`config.mk`:
```
export PLATFORM = sky130hd
export DESIGN_NAME = rv32i_mem_stage_flat
export DESIGN_NICKNAME = d
export VERILOG_FILES = /design/src/rtl/rv32i_mem_stage_if.sv /design/src/rtl/rv32i_mem_stage.sv /design/src/flat_wrapper.sv
export SDC_FILE = /design/constraint.sdc
export NUM_CORES = 1
export LEC_CHECK = 0
export ABC_AREA = 1
export BUFFER_PORTS_ARGS = -buffer_cell sky130_fd_sc_hd__buf_2
export CORE_AREA = 2 2 174 176
export CTS_CLUSTER_DIAMETER = 60
export DETAILED_ROUTE_END_ITERATION = 7
export DIE_AREA = 0 0 176 178
export PLACE_DENSITY_LB_ADDON = 0.3
export SLEW_MARGIN = 20
export SYNTH_ARGS = -nofsm -noshare
export SYNTH_HDL_FRONTEND = slang
export SYNTH_SLANG_ARGS = --single-unit
```
`constraint.sdc`:
```
create_clock -name clk_i -period 5.4 [get_ports clk_i]
set_input_delay 0.81 -clock clk_i [delete_from_list [all_inputs] [get_ports clk_i]]
set_output_delay 0.81 -clock clk_i [all_outputs]
set_load 0.005 [all_outputs]
```
`src/rtl/rv32i_mem_stage_if.sv`:
```
// Shared MEM-stage types and the data-memory bus interface.
// master = the MEM stage driving requests, slave = the data memory answering them.
package rv32i_mem_stage_pkg;

    typedef enum logic [1:0] {
        MEM_BYTE = 2'd0,
        MEM_HALF = 2'd1,
        MEM_WORD = 2'd2
    } mem_size_e;

    typedef struct packed {
        logic [31:0] pc;
        logic [31:0] pc_plus4;
        logic [31:0] alu_result;
        logic [31:0] rs2_data;
        logic [4:0]  rd_addr;
        logic [1:0]  wb_sel;
        logic        reg_write;
        logic        mem_read;
        logic        mem_write;
        mem_size_e   mem_size;
        logic        mem_unsigned;
    } ex_mem_payload_t;

    typedef struct packed {
        logic [31:0] pc;
        logic [31:0] pc_plus4;
        logic [31:0] alu_result;
        logic [31:0] mem_rdata;
        logic [4:0]  rd_addr;
        logic [1:0]  wb_sel;
        logic        reg_write;
    } mem_wb_payload_t;

    // Halfwords pick their lane from addr[1] only, so an unchecked odd
    // halfword still lands on a legal lane pair.
    function automatic logic [3:0] mem_size_to_be(input mem_size_e size, input logic [1:0] lane);
        logic [3:0] be;
        case (size)
            MEM_BYTE: be = 4'b0001 << lane;
            MEM_HALF: be = lane[1] ? 4'b1100 : 4'b0011;
            default:  be = 4'b1111;
        endcase
        return be;
    endfunction

endpackage

interface rv32i_mem_stage_if;
    logic        dmem_req_o;
    logic        dmem_gnt_i;
    logic [31:0] dmem_addr_o;
    logic        dmem_we_o;
    logic [3:0]  dmem_be_o;
    logic [31:0] dmem_wdata_o;
    logic        dmem_rvalid_i;
    logic [31:0] dmem_rdata_i;

    modport master (
        output dmem_req_o, dmem_addr_o, dmem_we_o, dmem_be_o, dmem_wdata_o,
        input  dmem_gnt_i, dmem_rvalid_i, dmem_rdata_i
    );

    modport slave (
        input  dmem_req_o, dmem_addr_o, dmem_we_o, dmem_be_o, dmem_wdata_o,
        output dmem_gnt_i, dmem_rvalid_i, dmem_rdata_i
    );
endinterface

```
`src/rtl/rv32i_mem_stage.sv`:
```
// RV32I memory-access stage: issues one load/store at a time on a req/gnt/rvalid
// bus and hands a registered MEM/WB payload to writeback.
module rv32i_mem_stage
    import rv32i_mem_stage_pkg::*;
#(
    parameter int ALIGN_CHECK = 1
) (
    input  logic                clk_i,
    input  logic                rst_ni,
    input  logic                ex_valid_i,
    output logic                ex_ready_o,
    input  ex_mem_payload_t     ex_payload_i,
    output logic                wb_valid_o,
    input  logic                wb_ready_i,
    output mem_wb_payload_t     wb_payload_o,
    rv32i_mem_stage_if.master   dmem,
    output logic                misalign_o
);

    typedef enum logic [1:0] {IDLE, REQ, RESP} state_e;

    state_e          state_q;
    logic            wb_valid_q;
    mem_wb_payload_t wb_payload_q;
    mem_wb_payload_t res_q;
    logic            req_q;
    logic            we_q;
    logic [3:0]      be_q;
    logic [31:0]     addr_q;
    logic [31:0]     wdata_q;
    logic            misalign_q;
    mem_size_e       size_q;
    logic            uns_q;
    logic [1:0]      lane_q;

    logic            accept;
    logic            ex_is_mem;
    logic            ex_misaligned;
    logic [1:0]      ex_lane;
    logic [31:0]     ex_wdata;
    mem_wb_payload_t ex_pass;
    mem_wb_payload_t rsp_payload;
    logic [7:0]      ld_byte;
    logic [15:0]     ld_half;
    logic [31:0]     ld_data;

    assign ex_ready_o = (state_q == IDLE) && (!wb_valid_q || wb_ready_i);
    assign accept     = ex_valid_i && ex_ready_o;

    always_comb begin
        ex_lane       = ex_payload_i.alu_result[1:0];
        ex_is_mem     = ex_payload_i.mem_read | ex_payload_i.mem_write;
        ex_misaligned = 1'b0;
        if ((ALIGN_CHECK != 0) && ex_is_mem) begin
            case (ex_payload_i.mem_size)
                MEM_HALF: ex_misaligned = ex_lane[0];
                MEM_WORD: ex_misaligned = (ex_lane != 2'b00);
                default:  ex_misaligned = 1'b0;
            endcase
        end

        case (ex_payload_i.mem_size)
            MEM_BYTE: ex_wdata = {4{ex_payload_i.rs2_data[7:0]}};
            MEM_HALF: ex_wdata = {2{ex_payload_i.rs2_data[15:0]}};
            default:  ex_wdata = ex_payload_i.rs2_data;
        endcase

        // A trapped access still retires, but must never write the register file.
        ex_pass            = '0;
        ex_pass.pc         = ex_payload_i.pc;
        ex_pass.pc_plus4   = ex_payload_i.pc_plus4;
        ex_pass.alu_result = ex_payload_i.alu_result;
        ex_pass.rd_addr    = ex_payload_i.rd_addr;
        ex_pass.wb_sel     = ex_payload_i.wb_sel;
        ex_pass.reg_write  = ex_payload_i.reg_write & ~ex_misaligned;
    end

    always_comb begin
        ld_byte = dmem.dmem_rdata_i[{lane_q, 3'b000} +: 8];
        ld_half = lane_q[1] ? dmem.dmem_rdata_i[31:16] : dmem.dmem_rdata_i[15:0];
        case (size_q)
            MEM_BYTE: ld_data = {{24{~uns_q & ld_byte[7]}}, ld_byte};
            MEM_HALF: ld_data = {{16{~uns_q & ld_half[15]}}, ld_half};
            default:  ld_data = dmem.dmem_rdata_i;
        endcase
        rsp_payload           = res_q;
        rsp_payload.mem_rdata = ld_data;
    end

    always_ff @(posedge clk_i or negedge rst_ni) begin
        if (!rst_ni) begin
            state_q      <= IDLE;
            wb_valid_q   <= 1'b0;
            wb_payload_q <= '0;
            res_q        <= '0;
            req_q        <= 1'b0;
            we_q         <= 1'b0;
            be_q         <= 4'b0000;
            addr_q       <= 32'h0;
            wdata_q      <= 32'h0;
            misalign_q   <= 1'b0;
            size_q       <= MEM_BYTE;
            uns_q        <= 1'b0;
            lane_q       <= 2'b00;
        end else begin
            misalign_q <= 1'b0;
            // A result produced below in the same cycle overrides this clear.
            if (wb_valid_q && wb_ready_i) begin
                wb_valid_q <= 1'b0;
            end
            case (state_q)
                IDLE: begin
                    if (accept) begin
                        if (!ex_is_mem || ex_misaligned) begin
                            wb_valid_q   <= 1'b1;
                            wb_payload_q <= ex_pass;
                            misalign_q   <= ex_misaligned;
                        end else begin
                            res_q   <= ex_pass;
                            size_q  <= ex_payload_i.mem_size;
                            uns_q   <= ex_payload_i.mem_unsigned;
                            lane_q  <= ex_lane;
                            req_q   <= 1'b1;
                            we_q    <= ex_payload_i.mem_write;
                            be_q    <= mem_size_to_be(ex_payload_i.mem_size, ex_lane);
                            addr_q  <= {ex_payload_i.alu_result[31:2], 2'b00};
                            wdata_q <= ex_wdata;
                            state_q <= REQ;
                        end
                    end
                end
                REQ: begin
                    if (dmem.dmem_gnt_i) begin
                        req_q <= 1'b0;
                        if (we_q) begin
                            wb_valid_q   <= 1'b1;
                            wb_payload_q <= res_q;
                            state_q      <= IDLE;
                        end else begin
                            state_q <= RESP;
                        end
                    end
                end
                RESP: begin
                    if (dmem.dmem_rvalid_i) begin
                        wb_valid_q   <= 1'b1;
                        wb_payload_q <= rsp_payload;
                        state_q      <= IDLE;
                    end
                end
                default: state_q <= IDLE;
            endcase
        end
    end

    assign wb_valid_o        = wb_valid_q;
    assign wb_payload_o      = wb_payload_q;
    assign dmem.dmem_req_o   = req_q;
    assign dmem.dmem_we_o    = we_q;
    assign dmem.dmem_be_o    = be_q;
    assign dmem.dmem_addr_o  = addr_q;
    assign dmem.dmem_wdata_o = wdata_q;
    assign misalign_o        = misalign_q;

endmodule

```
`src/flat_wrapper.sv`:
```
// flat-port wrapper written by rule: the top's interface ports become plain ports
module rv32i_mem_stage_flat import rv32i_mem_stage_pkg::*;
#(
    parameter int ALIGN_CHECK = 1
)
  (clk_i, rst_ni, ex_valid_i, ex_ready_o, ex_payload_i, wb_valid_o, wb_ready_i, wb_payload_o, misalign_o, dmem_dmem_req_o, dmem_dmem_addr_o, dmem_dmem_we_o, dmem_dmem_be_o, dmem_dmem_wdata_o, dmem_dmem_gnt_i, dmem_dmem_rvalid_i, dmem_dmem_rdata_i);
  rv32i_mem_stage_if dmem_i ();
  input  logic clk_i;
  input  logic rst_ni;
  input  logic ex_valid_i;
  output logic ex_ready_o;
  input  ex_mem_payload_t ex_payload_i;
  output logic wb_valid_o;
  input  logic wb_ready_i;
  output mem_wb_payload_t wb_payload_o;
  output logic misalign_o;
  output wire logic [$bits(dmem_i.dmem_req_o)-1:0] dmem_dmem_req_o;
  output wire logic [$bits(dmem_i.dmem_addr_o)-1:0] dmem_dmem_addr_o;
  output wire logic [$bits(dmem_i.dmem_we_o)-1:0] dmem_dmem_we_o;
  output wire logic [$bits(dmem_i.dmem_be_o)-1:0] dmem_dmem_be_o;
  output wire logic [$bits(dmem_i.dmem_wdata_o)-1:0] dmem_dmem_wdata_o;
  input wire logic [$bits(dmem_i.dmem_gnt_i)-1:0] dmem_dmem_gnt_i;
  input wire logic [$bits(dmem_i.dmem_rvalid_i)-1:0] dmem_dmem_rvalid_i;
  input wire logic [$bits(dmem_i.dmem_rdata_i)-1:0] dmem_dmem_rdata_i;
  assign dmem_dmem_req_o = dmem_i.dmem_req_o;
  assign dmem_dmem_addr_o = dmem_i.dmem_addr_o;
  assign dmem_dmem_we_o = dmem_i.dmem_we_o;
  assign dmem_dmem_be_o = dmem_i.dmem_be_o;
  assign dmem_dmem_wdata_o = dmem_i.dmem_wdata_o;
  assign dmem_i.dmem_gnt_i = dmem_dmem_gnt_i;
  assign dmem_i.dmem_rvalid_i = dmem_dmem_rvalid_i;
  assign dmem_i.dmem_rdata_i = dmem_dmem_rdata_i;
  rv32i_mem_stage #(.ALIGN_CHECK(ALIGN_CHECK)) u_core (.clk_i(clk_i), .rst_ni(rst_ni), .ex_valid_i(ex_valid_i), .ex_ready_o(ex_ready_o), .ex_payload_i(ex_payload_i), .wb_valid_o(wb_valid_o), .wb_ready_i(wb_ready_i), .wb_payload_o(wb_payload_o), .dmem(dmem_i), .misalign_o(misalign_o));
endmodule
```
==> results of run 1 <==
-- layout by cell type, fill, tap and decap left out, drive strengths merged --
master	instances
nand3b	1
clkinvlp	3
o22ai	1
o21ai	166
a22oi	1
dfrtp	285
or2	17
a22o	5
nand3	36
ha	7
o21a	1
a31oi	77
bufinv	4
nand2	348
buf	395
clkbuf	50
o211ai	3
o21bai	1
nor3	2
a21oi	151
inv	130
nor2	223
conb	2
clkinv	1
diode	10
o31ai	1
-- registers in the layout, summed over array words and instances, names as in the netlist --
| signal | flops |
|---|---|
| u_core.dmem.dmem_addr_o | 1 |
| u_core.dmem.dmem_be_o | 4 |
| u_core.dmem.dmem_req_o | 1 |
| u_core.dmem.dmem_wdata_o | 32 |
| u_core.dmem.dmem_we_o | 1 |
| u_core.lane_q | 1 |
| u_core.misalign_o | 1 |
| u_core.res_q | 102 |
| u_core.size_q | 2 |
| u_core.state_q | 2 |
| u_core.uns_q | 1 |
| u_core.wb_payload_o | 136 |
| u_core.wb_valid_o | 1 |
-- power groups by stage --
stage	clock, mW	combinational (mW)	sequential [mW]
detailed placement	0	4.22	3.71
CTS	2.44	4.23	3.70
floorplan	0	2.89	3.66
global placement	0	4.09	3.70
global route	2.53	4.78	3.83
finish	2.39	4.20	3.71
-- final timing paths --
path | startpoint | endpoint | slack [ns] | cells after the start
worst max-delay path | ex_payload_i[2] | u_core.wb_payload_o[7]$_DFFE_PN0P_ | 1.95 | 12
worst min-delay path | rst_ni | u_core.res_q[123]$_DFFE_PN0P_ | 0.35 | 1
worst max register to register | u_core.state_q[0]$_DFFE_PN0P_ | u_core.wb_payload_o[113]$_DFFE_PN0P_ | 2.27 | 8
worst min register to register | u_core.dmem.dmem_wdata_o[3]$_DFFE_PN0P_ | u_core.dmem.dmem_wdata_o[3]$_DFFE_PN0P_ | 0.46 | 2
max in group asynchronous | rst_ni | u_core.res_q[81]$_DFFE_PN0P_ | 3.77 | 2
min in group clk_i | u_core.dmem.dmem_wdata_o[3]$_DFFE_PN0P_ | u_core.dmem.dmem_wdata_o[3]$_DFFE_PN0P_ | 0.46 | 2
-- cell families after synthesis --
kind of cell	after synthesis	share of synthesized area [%]
flops	285	54.4
simple gates	627	19.2
other cells	1	0.0286
fa+ha+maj	7	0.668
buf+inv	261	9.10
compound gates	407	16.6
-- worst max-delay path, cell delays in order --
cell	delay, ns
buf_2	0.12
inv_1	0.27
ha_1	0.54
nand2_1	0.09
nand2_1	0.09
nand3_2	0.14
nand3_2	0.16
nand2_4	0.22
nor2_8	0.43
buf_12	0.54
nor2_1	0.09
a21oi_1	0.19
-- through the flow --
stage	cells	setup WS, ns
5_1_grt	2308	1.74
4_1_cts	2300	2.06
3_3_place_gp	2240	1.67
6_report	2311	1.95
2_1_floorplan	1589	3.21
3_5_place_dp	2240	1.57
-- cell type report --
cell class / instances / area share, %
Inverter: 128 / 3.00
Sequential cell: 285 / 44.1
Timing Repair Buffer: 395 / 12.6
Clock buffer: 50 / 6.20
Tap cell: 390 / 3.02
Antenna cell: 10 / 0.155
Clock inverter: 10 / 1.06
Multi-Input combinational cell: 1043 / 29.8
-- metal layers --
metal / share of wire, % / up-vias / GRT usage (%)
met5: 0.019 / - / 0
met4: 3.1 / 2 / 8.71
met1: 42 / 5596 / 30.7
met2: 47 / 416 / 37.9
li1: - / 5718 / -
met3: 7.1 / 72 / 5.01
==> flow_summary_export.csv, run 1 <==
group,metric,value,unit
synth,avgSynthCellArea,8.25,sq um
routing,vias,11804,
grt,grt_max_degree,177,
synth,synth_cell_types,36,
cells_and_area,final_cell_area,16200,sq um
clock_tree,ctsResizeCount,0,
synth,synth_most_common_cell,"nand2_1",
routing,viasPerCell,5.11,
cells_and_area,final_util,55.0,%
floorplanning,coreArea,29400,sq um
run,max_cap_violations,0,
floorplanning,dieArea,31300,sq um
grt,track_usage,23.2,%
power_and_ir_drop,irDropWorstVdd,483,uV
placement,placed_area,15000,sq um
power_and_ir_drop,clkPwrFrac,23.2,%
routing,post-route-drc-count,0,
power_and_ir_drop,power_leakage,8.48,nW
sta,finalSetupTns,0,ns
clock_tree,clock-root-buffer,"clkbuf_16",
worst_setup_path,worstSetupPathType,"in2reg",
power_and_ir_drop,p_int,6.15,mW
run_status,outcome,"completed",
clock_tree,clk_latency,0.50,ns
routing,wl,37.2,mm
routing,drtAntennaViolNets,0,
synth,synth.area.top_cells,"dfrtp_1 (54%), nand2_1 (9.9%), nor2_1 (6.3%)",
worst_setup_path,worstPathRequired,5.81,ns
floorplanning,initial_utilization,44.6,%
synth,synth_seq_area_share,54.4,%
sta,setup_viol,0,
sta,hold_viol,0,
routing,drt-wirelength-per-cell,16.1,um
floorplanning,io_pins,388,
placement,hpwl,24.7,mm
grt,overflow,0,
sta,holdWs,0.352,ns
sta,fmax,290,MHz
synth,async_flop_share,100,%
clock_tree,htreeDepth,2,
sta,fin_worst_skew,0.0100,ns
grt,grt_pass1_vias,11296,
clock_tree,clkTransAtPathRegs,0.06,ns
sta,min_period,3.45,ns
synth,synth_flop_cell,"dfrtp_1",
worst_setup_path,cp-end-kind,"flop",
sta,slew_headroom,32.1,%
cells_and_area,syn_to_final_growth,23.3,%
routing,dr.pass1.iters,5,
placement,numPortBuffers,385,
synth,ys_ff_latch,285,
placement,place.gp.congestion,0.846,
cells_and_area,regArea,7130,sq um
grt,antenna_found_initial,8,
clock_tree,cts-hold-fix-buffers,0,
clock_tree,cts_made_buffers,34,
cells_and_area,multiInputGateArea,4820,sq um
floorplanning,die_h,178,um
power_and_ir_drop,switching_share,40.2,%
power_and_ir_drop,p_total,10.3,mW
floorplanning,rows,63,
clock_tree,cts_buffer_depth,3,
sta,slew_viol_final,0,
power_and_ir_drop,p_comb_share,40.8,%
synth,yosysTopAreaCell,"dfrtp_1",
worst_setup_path,crit_arrival,3.86,ns
sta,rsz0062_at_grt,"no",
power_and_ir_drop,switchingPower,4.14,mW
clock_tree,cts_setup_buffers,0,
clock_tree,cts_tree,"done",
worst_setup_path,start_kind,"input port",
sta,min_period_over_period,63.9,%
grt,grt_pass1_wl,58.6,mm
floorplanning,die_x,176,um
clock_tree,cts_sinks,285,
synth,netlist_area,13100,sq um
worst_setup_path,crit_fanout,176,
cells_and_area,final_nets,2073,
worst_hold_path,hold_path.class,"in2async",
sta,tightest_slew,1.02,ns
power_and_ir_drop,seqPwrFrac,36.0,%
cells_and_area,drive_gt1_share,25.1,%
synth,synth_top_area_share,54.4,%
synth,ys_top_cells_by_count,"nand2_1 (346), dfrtp_1 (285), nor2_1 (219)",
synth,yosys_warnings,0,
cells_and_area,nFillCells,2693,
synth,synth_enable_flop_cells,0,
routing,drt-initial-drc-count,1045,
synth,syn_inst,1588,
power_and_ir_drop,power_density,637,nW/um^2
Power figures use the tool's default switching activity.
==> inputs of run 2 (changes only) <==
- clock period: 5.4 -> 2.8 ns (I/O delays scaled with it)
==> run 2 against run 1 <==
  * Sequential cell count unchanged
  * Total power grew 95%
  * Critical endpoint is now u_core.wb_payload_o[4]$_DFFE_PN0P_
  * Worst setup slack worse by 1.5 ns
  * Sequential power up 92%
  * Global-route usage increased by 0.27 points
  * Clock power is 87% higher
  * Largest cell class unchanged
  * Count of clock-buffer cells in the layout fell by 3
  * Die area is the same
  * Design area rose by 1.3%
==> flow_summary_export.csv, run 2 (synthesized netlist as in run 1, its figures left out) <==
group,metric,value,unit
run_status,outcome,"completed",
worst_setup_path,rr_worst_depth,9,
power_and_ir_drop,switchingPower,8.05,mW
sta,slew_headroom,42.9,%
worst_setup_path,r2r_start,"u_core.state_q[1]$_DFFE_PN0P_",
cells_and_area,final_util,55.7,%
floorplanning,coreArea,29400,sq um
power_and_ir_drop,switching_share,40.2,%
power_and_ir_drop,irDropWorstVdd,649,uV
cells_and_area,largest_reg_flops,136,
power_and_ir_drop,seqPwrFrac,35.5,%
cells_and_area,drive_gt1_share,25.7,%
power_and_ir_drop,power_density,1220,nW/um^2
clock_tree,cts_made_buffers,34,
sta,setup_viol,0,
clock_tree,cts_tree,"done",
worst_setup_path,reg2reg_slack,0.44,ns
worst_setup_path,cp-end-kind,"flop",
grt,track_usage,23.5,%
routing,wl,37.3,mm
sta,min_period_over_period,84.3,%
clock_tree,htreeDepth,2,
sta,finalSetupTns,0,ns
routing,viasPerCell,5.09,
clock_tree,ctsResizeCount,0,
routing,drt-wirelength-per-cell,16.1,um
clock_tree,cts_buffer_depth,3,
grt,overflow,0,
routing,dr.pass1.iters,7,
worst_setup_path,worstSetupPathType,"reg2reg",
cells_and_area,multiInputGateArea,4820,sq um
grt,grt_pass1_vias,11403,
routing,vias,11831,
clock_tree,clock-root-buffer,"clkbuf_16",
sta,holdWs,0.135,ns
worst_setup_path,worstPathRequired,3.21,ns
worst_setup_path,crit_end,"u_core.wb_payload_o[4]$_DFFE_PN0P_",
clock_tree,cts_setup_buffers,0,
sta,hold_viol,0,
cells_and_area,final_common_cell,"buf_2",
floorplanning,die_x,176,um
cells_and_area,regArea,7130,sq um
sta,tightest_slew,0.851,ns
worst_setup_path,crit_fanout,76,
grt,grt_max_degree,117,
floorplanning,io_pins,388,
floorplanning,initial_utilization,44.6,%
grt,antenna_found_initial,8,
placement,dp_cells,2258,
power_and_ir_drop,clkPwrFrac,22.3,%
run,max_cap_violations,0,
sta,rsz0062_at_grt,"no",
clock_tree,clkTransAtPathRegs,0.06,ns
sta,fmax,423,MHz
worst_hold_path,min_path_cells,3,
clock_tree,cts-hold-fix-buffers,1,
sta,min_period,2.36,ns
power_and_ir_drop,p_int,12.0,mW
power_and_ir_drop,p_comb_share,42.1,%
placement,place.gp.congestion,0.831,
floorplanning,rows,63,
worst_hold_path,hold_path.class,"in2reg",
worst_setup_path,start_kind,"flop",
worst_setup_path,crit_arrival,2.77,ns
floorplanning,die_h,178,um
cells_and_area,layoutNonFillerInstCount,2323,
power_and_ir_drop,p_total,20.0,mW
routing,post-route-drc-count,0,
cells_and_area,syn_to_final_growth,25.0,%
worst_setup_path,r2r-end,"u_core.wb_payload_o[4]$_DFFE_PN0P_",
grt,grt_pass1_wl,59.3,mm
sta,fin_worst_skew,0.0102,ns
floorplanning,dieArea,31300,sq um
routing,drt-initial-drc-count,878,
sta,slew_viol_final,0,
routing,drtAntennaViolNets,0,
power_and_ir_drop,power_leakage,8.62,nW
cells_and_area,final_nets,2091,
clock_tree,cts_sinks,285,
clock_tree,clk_latency,0.50,ns
placement,hpwl,25.9,mm
cells_and_area,final_cell_mix,"buf_2 (384), nand2_1 (345), dfrtp_1 (285), nor2_1 (219), o21ai_0 (158)",
cells_and_area,nFillCells,2762,
placement,numPortBuffers,385,
worst_setup_path,startpoint,"u_core.state_q[1]$_DFFE_PN0P_",
-- run 2: critical path, cell delays in order (launching register included) --
cell and delay (ns):
dfrtp_1 0.37, inv_1 0.10, ha_1 0.21, inv_1 0.14, or2_1 0.18, nand3_4 0.35, nor2_8 0.31, buf_12 0.32
nor2_1 0.08, a21oi_1 0.16
-- run 2: power by group through the flow --
stage | sequential, mW | combinational, mW | clock, mW
6_report | 7.12 | 8.44 | 4.47
5_1_grt | 7.34 | 9.58 | 4.76
4_1_cts | 7.12 | 8.51 | 4.56
3_5_place_dp | 7.15 | 8.48 | 0
3_3_place_gp | 7.10 | 8.22 | 0
2_1_floorplan | 7.07 | 5.58 | 0
-- run 2: layer usage --
| layer | GRT usage (%) | share of wire (%) |
|---|---|---|
| met5 | 0 | 0.019 |
| met1 | 30.9 | 42 |
| met3 | 5.39 | 7.1 |
| met4 | 7.61 | 2.4 |
| met2 | 38.8 | 49 |
-- run 2: worst min path at each step --
stage / slack (ns) / endpoint / start
2_1_floorplan: 0.12 / u_core.dmem.dmem_addr_o[31]$_DFFE_PN0P_ / rst_ni
3_3_place_gp: 0.45 / u_core.dmem.dmem_wdata_o[3]$_DFFE_PN0P_ / u_core.dmem.dmem_wdata_o[3]$_DFFE_PN0P_
3_5_place_dp: 0.46 / u_core.dmem.dmem_wdata_o[0]$_DFFE_PN0P_ / u_core.dmem.dmem_wdata_o[0]$_DFFE_PN0P_
4_1_cts: 0.12 / u_core.dmem.dmem_wdata_o[21]$_DFFE_PN0P_ / ex_payload_i[34]
5_1_grt: 0.14 / u_core.dmem.dmem_wdata_o[19]$_DFFE_PN0P_ / ex_payload_i[32]
6_report: 0.14 / u_core.dmem.dmem_wdata_o[17]$_DFFE_PN0P_ / ex_payload_i[30]
-- run 2: metrics by stage --
stage,setup WS (ns),instance area (sq um)
final,0.438,16400
after global routing,0.266,16400
after CTS,0.430,16400
after detailed placement,0.239,15200
after global placement,0.350,15200
after floorplan,0.995,13100
-- run 2: layout make-up --
cell class                      count  share of cell area [%]
Sequential cell                   285                    43.5
Clock inverter                     11                   0.840
Antenna cell                        6                  0.0916
Inverter                          128                    2.96
Multi-Input combinational cell   1043                    29.4
Clock buffer                       47                    6.06
Tap cell                          390                    2.98
Timing Repair Buffer              413                    14.1
